==> config.mk <==
export PLATFORM = sky130hd
export DESIGN_NAME = inst_fetch_unit
export DESIGN_NICKNAME = d
export VERILOG_FILES = /design/src/rtl/inst_fetch_unit.sv
export SDC_FILE = /design/constraint.sdc
export NUM_CORES = 1
export LEC_CHECK = 0
export CORE_ASPECT_RATIO = 1.25
export CORE_MARGIN = 5
export CORE_UTILIZATION = 56
export CTS_CLUSTER_SIZE = 25
export DETAILED_ROUTE_END_ITERATION = 6
export PLACE_DENSITY_LB_ADDON = 0.2
export SYNTH_ARGS = -nofsm -noshare
export SYNTH_HDL_FRONTEND = slang
export SYNTH_SLANG_ARGS = --single-unit
==> constraint.sdc <==
create_clock -name clk -period 3.5 [get_ports clk]
set_clock_uncertainty 0.05 [all_clocks]
set_input_delay 0.7 -clock clk [delete_from_list [all_inputs] [get_ports clk]]
set_output_delay 0.7 -clock clk [all_outputs]
set_load 0.02 [all_outputs]
==> src/rtl/inst_fetch_unit.sv <==
// inst_fetch_unit: instruction fetch front end.
//   Holds the PC and issues reads to inst_mem. Each word returns one cycle after
//   its read and is captured, together with the address it came from, into a
//   small prefetch FIFO. Decode drains the FIFO through a valid/ready handshake.
//   A branch redirect flushes everything and restarts fetch at redirect_pc.
//
// Configuration macro: FETCH_HALT_EN
//   When defined, a captured word whose opcode equals HALT_OPCODE stops fetch.
//   The HALT word itself is still delivered. Only a redirect or a reset leaves HALT.
//   When undefined, every opcode is fetched through and halted is tied low.
//
// Ports
//   clk          in   1   clock, all state on posedge
//   Reset_n      in   1   asynchronous active-low reset
//   fetch_en     in   1   permission to issue new memory reads
//   mem_addr     out  8   read address to inst_mem (the PC register)
//   mem_rd       out  1   read strobe; data returns on mem_data next cycle
//   mem_data     in   25  instruction word from inst_mem
//   inst_valid   out  1   FIFO head valid
//   inst_ready   in   1   decode accepts the head this cycle
//   inst_data    out  25  head word (0 when empty)
//   inst_pc      out  8   fetch address of the head word (0 when empty)
//   redirect     in   1   taken branch: flush and restart at redirect_pc
//   redirect_pc  in   8   new fetch address
//   halted       out  1   fetch stopped on a HALT word

module inst_fetch_unit #(
    parameter logic [7:0]  RESET_PC    = 8'h00,
    parameter int unsigned FIFO_DEPTH  = 4,
    parameter logic [4:0]  HALT_OPCODE = 5'b11111
) (
    input  logic        clk,
    input  logic        Reset_n,
    input  logic        fetch_en,
    output logic [7:0]  mem_addr,
    output logic        mem_rd,
    input  logic [24:0] mem_data,
    output logic        inst_valid,
    input  logic        inst_ready,
    output logic [24:0] inst_data,
    output logic [7:0]  inst_pc,
    input  logic        redirect,
    input  logic [7:0]  redirect_pc,
    output logic        halted
);

    localparam int unsigned AW = $clog2(FIFO_DEPTH);
    localparam int unsigned CW = AW + 1;
    localparam logic [CW:0]   DEPTH_C = (CW + 1)'(FIFO_DEPTH);
    localparam logic [AW-1:0] PTR_ONE = 1;
    localparam logic [CW-1:0] CNT_ONE = 1;

    typedef enum logic [1:0] {StIdle, StRun, StHalt} state_e;

    state_e state_q, state_d;

    logic [7:0]    pc_q;
    logic [7:0]    tag_q;
    logic          inflight_q;
    logic [24:0]   fifo_data_q [FIFO_DEPTH];
    logic [7:0]    fifo_pc_q   [FIFO_DEPTH];
    logic [AW-1:0] wr_ptr_q, rd_ptr_q;
    logic [CW-1:0] count_q;

    logic          pop_req;
    logic          pop;
    logic          push;
    logic          halt_hit;
    logic [CW:0]   occupancy;

    assign inst_valid = (count_q != '0);
    assign inst_data  = inst_valid ? fifo_data_q[rd_ptr_q] : '0;
    assign inst_pc    = inst_valid ? fifo_pc_q[rd_ptr_q]   : '0;
    assign mem_addr   = pc_q;

    // Decode's accept is ignored while a redirect flushes the FIFO.
    assign pop_req = inst_valid & inst_ready;
    assign pop     = pop_req & ~redirect;
    // A return that coincides with a redirect belongs to the old stream.
    assign push    = inflight_q & ~redirect;

`ifdef FETCH_HALT_EN
    assign halt_hit = push & (mem_data[24:20] == HALT_OPCODE);
    assign halted   = (state_q == StHalt);
`else
    assign halt_hit = 1'b0;
    assign halted   = 1'b0;
`endif

    // Credit: entries held plus the one in flight, less the one leaving now,
    // must leave room for another return. This keeps pushes off a full FIFO.
    assign occupancy = {1'b0, count_q} + {{CW{1'b0}}, inflight_q} - {{CW{1'b0}}, pop_req};

    // A returning HALT word also blocks the read that would follow it.
    assign mem_rd = (state_q == StRun) & ~redirect & ~halt_hit & (occupancy < DEPTH_C);

    always_comb begin
        state_d = state_q;
        if (redirect) begin
            state_d = fetch_en ? StRun : StIdle;
        end else begin
            case (state_q)
                StIdle:  if (fetch_en) state_d = StRun;
                StRun: begin
                    if (!fetch_en)     state_d = StIdle;
                    else if (halt_hit) state_d = StHalt;
                end
                StHalt:  state_d = StHalt;
                default: state_d = StIdle;
            endcase
        end
    end

    always_ff @(posedge clk or negedge Reset_n) begin
        if (!Reset_n) begin
            state_q <= StIdle;
        end else begin
            state_q <= state_d;
        end
    end

    always_ff @(posedge clk or negedge Reset_n) begin
        if (!Reset_n) begin
            pc_q       <= RESET_PC;
            tag_q      <= '0;
            inflight_q <= 1'b0;
            wr_ptr_q   <= '0;
            rd_ptr_q   <= '0;
            count_q    <= '0;
            for (int unsigned i = 0; i < FIFO_DEPTH; i++) begin
                fifo_data_q[i] <= '0;
                fifo_pc_q[i]   <= '0;
            end
        end else if (redirect) begin
            pc_q       <= redirect_pc;
            inflight_q <= 1'b0;
            wr_ptr_q   <= '0;
            rd_ptr_q   <= '0;
            count_q    <= '0;
        end else begin
            if (mem_rd) begin
                pc_q  <= pc_q + 8'd1;
                tag_q <= pc_q;
            end
            inflight_q <= mem_rd;
            if (push) begin
                fifo_data_q[wr_ptr_q] <= mem_data;
                fifo_pc_q[wr_ptr_q]   <= tag_q;
                wr_ptr_q              <= wr_ptr_q + PTR_ONE;
            end
            if (pop) begin
                rd_ptr_q <= rd_ptr_q + PTR_ONE;
            end
            case ({push, pop})
                2'b10:   count_q <= count_q + CNT_ONE;
                2'b01:   count_q <= count_q - CNT_ONE;
                default: count_q <= count_q;
            endcase
        end
    end

endmodule

## After elaboration in Yosys (flattened, before gate mapping)

Cells that the tools add are included.

| word-level totals | value |
|---|---|
| flip-flop bits (word level) | 158 |

| cells by class | value |
|---|---|
| $add $sub $neg | 7 |
| $lt $le $gt $ge | 4 |
| equal/unequal tests | 6 |
| multiplexer cells | 28 |
| bitwise logic cells | 8 |
| reductions and logical operators | 10 |

Operator list:

| kind | count |
|---|---|
| $bwmux 100 | 1 |
| $mux 25 | 4 |
| $bmux 25 s2 | 1 |
| $demux 25 s2 | 1 |
| $mux 8 | 6 |
| $bwmux 32 | 1 |
| $bmux 8 s2 | 1 |
| $demux 8 s2 | 1 |
| $mux 2 | 7 |
| $add 8x1->8 const B | 1 |
| $ge 3x3->1 const B | 2 |
| $ne 3x3->1 const B | 2 |
| $not 2->3 | 2 |
| $pmux 2 s3 | 1 |
| $pmux 3 s2 | 1 |
| $reduce_and 2->1 | 3 |
| $reduce_bool 2->1 | 3 |
| $reduce_bool 3->1 | 2 |
| $and 1x1->1 | 5 |
| $add 2x1->2 const B | 2 |
| $add 3x1->4 | 1 |
| $eq 2x1->1 const B | 2 |
| $eq 2x2->1 const B | 2 |
| $lt 4x3->1 const B | 1 |
| 9 further kinds | 10 |

## Depth between registers and ports, before layout

| depth | value |
|---|---|
| word-level depth | 7 |
| gate-level depth with buffers | 11 |

## Worst setup path before layout

OpenSTA, ideal clock, no wires.

| timing path | value |
|---|---|
| path type | reg-to-output |
| start point | register count_q[1] |
| end point | output mem_rd |
| arrival | 2.362 ns |
| required time | 2.750 ns |
| slack | 0.388 ns |
| stages on the path, launching flop included | 11 |
| buffers on the path | 1 |
| cells stage by stage | dfrtp_1 -> o31ai_1 -> inv_1 -> ha_1 -> inv_1 -> ha_1 -> o21ai_0 -> a2111oi_4 -> a21oi_2 -> buf_2 -> inv_1 |

| on the way | value |
|---|---|
| cells in the longest elaborated chain, start to end | 5 |
| elaborated cells on any way between the ends | 6 |

RTL lines:

| element | line | text |
|---|---|---|
| start: declaration | 63 | `logic [CW-1:0] count_q;` |
| start signal: assignment | 155 | `2'b10: count_q <= count_q + CNT_ONE;` |
| start signal: assignment | 156 | `2'b01: count_q <= count_q - CNT_ONE;` |
| start signal: assignment | 157 | `default: count_q <= count_q;` |
| parallel branches: the longest is 2 deep, another holds $add 3x1->4 | n/a |  |
| $sub 4x1->4 * | 92 | `assign occupancy = {1'b0, count_q} + {{CW{1'b0}}, inflight_q} - {{CW{1'b0}}, pop_req};` |
| $lt 4x3->1 * | 95 | `assign mem_rd = (state_q == StRun) & ~redirect & ~halt_hit & (occupancy < DEPTH_C);` |
| $and 1x1->1 * | 95 |  |
| end: declaration | 36 | `output logic mem_rd,` |

Mark *: on every way between the ends.

## Worst setup path in the final report

| timing path | value |
|---|---|
| start point | input inst_ready |
| end point | output mem_rd |

| on the way | value |
|---|---|
| cells in the longest elaborated chain, start to end | 4 |

RTL lines:

| element | line | text |
|---|---|---|
| start: declaration | 39 | `input logic inst_ready,` |
| $and 1x1->1 | 77 | `assign pop_req = inst_valid & inst_ready;` |
| $sub 4x1->4 | 92 |  |
| $lt 4x3->1 | 95 |  |
| $and 1x1->1 | 95 |  |

Every way passes these cells.

==> results.tsv <==
stage	metric	value	unit
setup_path	cp_data_required_time	2750	ps
detailed_routing	drt-vias-per-instance	5.58	
die	fp-row-count	46	
setup_path	path_delay_family	buffers and inverters	
global_routing	grt_max_degree	77	
power_and_ir_drop	vdd_drop_max	0.430	mV
yosys	synthMostInstantiatedCell	dfrtp_1	
layout	n_fill_cell	902	
detailed_routing	wl_per_cell	18.6	µm
timing	clock.fmax	304	MHz
setup_path	worstRegToRegCells	11	
detailed_routing	final_antenna_net_count	0	
worst_hold_path	hold_class	in -> async	
die	dieArea	0.0154	mm²
setup_path	crit_fanout	3	
yosys	ys_async_sr_fraction	100	%
timing	hold_viol	0	
yosys	synth_area	0.00728	mm²
timing	setup_violations	0	
power_and_ir_drop	p_per_area	810	mW/mm²
setup_path	timing.rr.start	count_q[1]	
global_routing	grt_pass1_wl	24200	µm
timing	slew_violations	0	
setup_path	crit_chain	clkdlybuf4s50_1 > o31ai_2 > inv_1 > ha_1 > inv_1 > ha_1 > o21ai_0 > a2111oi_4 > a21oi_2 > inv_1 > clkbuf_2	
yosys	synthFlopType	dfrtp_1	
clocking	clock-sinks	158	
die	die_w	112	µm
die	die_h	137	µm
placed_design	routabilityCongestion	0.763	
setup_path	cp-end-kind	output pin	
detailed_routing	drtIter0Drc	145	
setup_path	cp_common_cell	inv_1	
detailed_routing	wirelength	14200	µm
detailed_routing	drc	0	
power_and_ir_drop	power	7220	µW
clocking	htreeDepth	4	
yosys	ys_warn_count	0	
placed_design	portBuffers	80	
setup_path	cp.depth	11	
layout	finalNetCount	630	
power_and_ir_drop	leakagePower	0.00403	µW
yosys	synth_common_cells	158 x dfrtp_1, 139 x mux2_2, 34 x and2_1	
timing	period_share	93.9	%
setup_path	worstPathArrival	2540	ps
clocking	cts-root-buf	clkbuf_16	
placed_design	hpwlAfterDp	9160	µm
detailed_routing	num_vias	4258	
setup_path	critical_path_buf_inv_count	5	
yosys	synthTopCellsByArea	dfrtp_1 54%, mux2_2 21%, mux4_2 10%	
yosys	synth_edf_count	0	
setup_path	critPathMaxStageDelay	410	ps
setup_path	reg2reg_slack	640	ps
timing	relSlewSlack	52.5	%
detailed_routing	drtPass1Iterations	4	
global_routing	overflow	0	
yosys	ys_seq_area_share	54.3	%
die	io-pin-count	82	
layout	diodes	0	
clocking	cts_buffers	17	
yosys	synth-seq-cells	158	
yosys	synth_top_area_share	54.3	%
clocking	clock_latency	420	ps
global_routing	track_usage	20.2	%
timing	tightest_slew	712	ps
layout	drive_above_1_share	38.7	%
timing	finalWorstSetupSlack	215	ps
layout	syn2layout_area_growth	22.4	%
clocking	cts_tree	yes	
yosys	yosysTopAreaCell	dfrtp_1	
global_routing	antenna_found_initial	0	
yosys	ys_types	38	
setup_path	critPathLaunch	inst_ready	
setup_path	crit_path_end	mem_rd	
status	status	complete, no violations	
timing	layout_min_cycle_time	3290	ps
setup_path	r2r_end	mem_addr[5]	
setup_path	slowest_stage	clkdlybuf4s50_1	
clocking	clkSlewWorstSetupHoldPaths	60	ps
global_routing	grt_pass1_vias	4793	
placed_design	place_ws	-258	ps
yosys	syn-instance-count	497	
die	start_util	57.2	%
clocking	clock_path_buffers	2	
yosys	synthesis.area_per_instance	14.6	µm²
yosys	syn_nets	545	
setup_path	crit_path_start_kind	input pin	
die	core_area	0.0127	mm²
setup_path	critical_path_class	in -> out	
timing	rsz0062_at_grt	false	
run	cap_violations	0	
[cells in the final DEF (no fill, tap or decap), types with 5 or more instances in the layout]
master / count
and2_1: 34
buf_12: 5
buf_4: 11
clkbuf_16: 17
clkdlybuf4s50_1: 78
clkinvlp_4: 5
dfrtp_1: 156
ha_1: 9
inv_1: 13
mux2_2: 139
mux4_2: 33
nand2_1: 7
nand3_1: 5
nor2_1: 15
o21ai_0: 9
[layer usage]
layer	GRT usage (%)	share of wire (%)	vias up
li1	-	-	1956
met1	24.8	42	2193
met2	35.7	53	95
met3	5.01	3.8	14
met4	5.95	1.2	0
met5	0	0	-
[cells by family (layout without fill, tap and decap cells)]
logic type                 after synthesis  in the layout  synth area share, %
muxes                                  175            175                 32.1
DFF                                    158            158                 54.3
and+or+nand+nor                         81             81                 6.14
buffers and inverters                   43            141                 2.46
AOI/OAI and AO/OA                       21             21                 2.15
adders and majority gates               10             10                 1.82
xor gates and xnor gates                 8              8                0.962
other                                    1              1               0.0515
[how the worst min path moves through the flow]
stage | startpoint | to | slack, ps | cells after the start
after floorplan | state_q[0] | state_q[1] | 340 | 1
after global placement | state_q[0] | state_q[1] | 360 | 1
after detailed placement | state_q[0] | state_q[1] | 360 | 1
after CTS | Reset_n | fifo_data_q[31] | 270 | 1
after global routing | Reset_n | fifo_data_q[81] | 290 | 1
final | Reset_n | fifo_data_q[81] | 230 | 1
[power by group]
part           internal (µW)  leakage [µW]  switching, µW
clock network           1010      0.000256            695
registers               2370       0.00207            347
logic                   1570       0.00171           1220
total                   4960       0.00403           2260
[flip-flops by register name (all words and copies together) (netlist names)]
signal	count
fifo_data_q	100
fifo_pc_q	32
mem_addr	8
tag_q	8
count_q	3
rd_ptr_q	2
state_q	2
wr_ptr_q	2
inflight_q	1
[per-stage QoR]
stage,TNS (ps),std cells,instance area (µm²),utilization (%),hold slack [ps]
2_1_floorplan,0,497,7280,-,344
3_3_place_gp,-193,731,8360,65.7,360
3_5_place_dp,-258,731,8360,65.7,362
4_1_cts,0,763,8920,70.1,273
5_1_grt,0,763,8910,70.1,288
6_report,0,763,8910,70.1,231
[final cells by class]
class	count	area, µm²	share of cell area (%)
Clock inverter	9	86.3	0.969
Sequential cell	158	3960	44.4
Multi-Input combinational cell	296	3160	35.5
Timing Repair Buffer	96	980	11.0
Inverter	13	48.8	0.548
Clock buffer	23	468	5.25
Tap cell	168	210	2.36
[worst register-to-register path, cell delays in order (launching register included)]
cell       delay, ps
dfrtp_1          440
o31ai_2          280
inv_1             90
ha_1             180
inv_1             50
ha_1             180
o21ai_0          170
a2111oi_4        390
a21oi_2           70
buf_4            220
or4_1            490
a31oi_1          170
[repair_timing]
action | 4_1_cts | 5_1_grt
setup buffers | 0 | 0
endpoints found under the setup margin | 1 | 1
hold buffers | 0 | 0
gates cloned | 0 | 0
gates resized for setup | 2 | 2
Note: power is estimated with default switching activity, not from simulation.
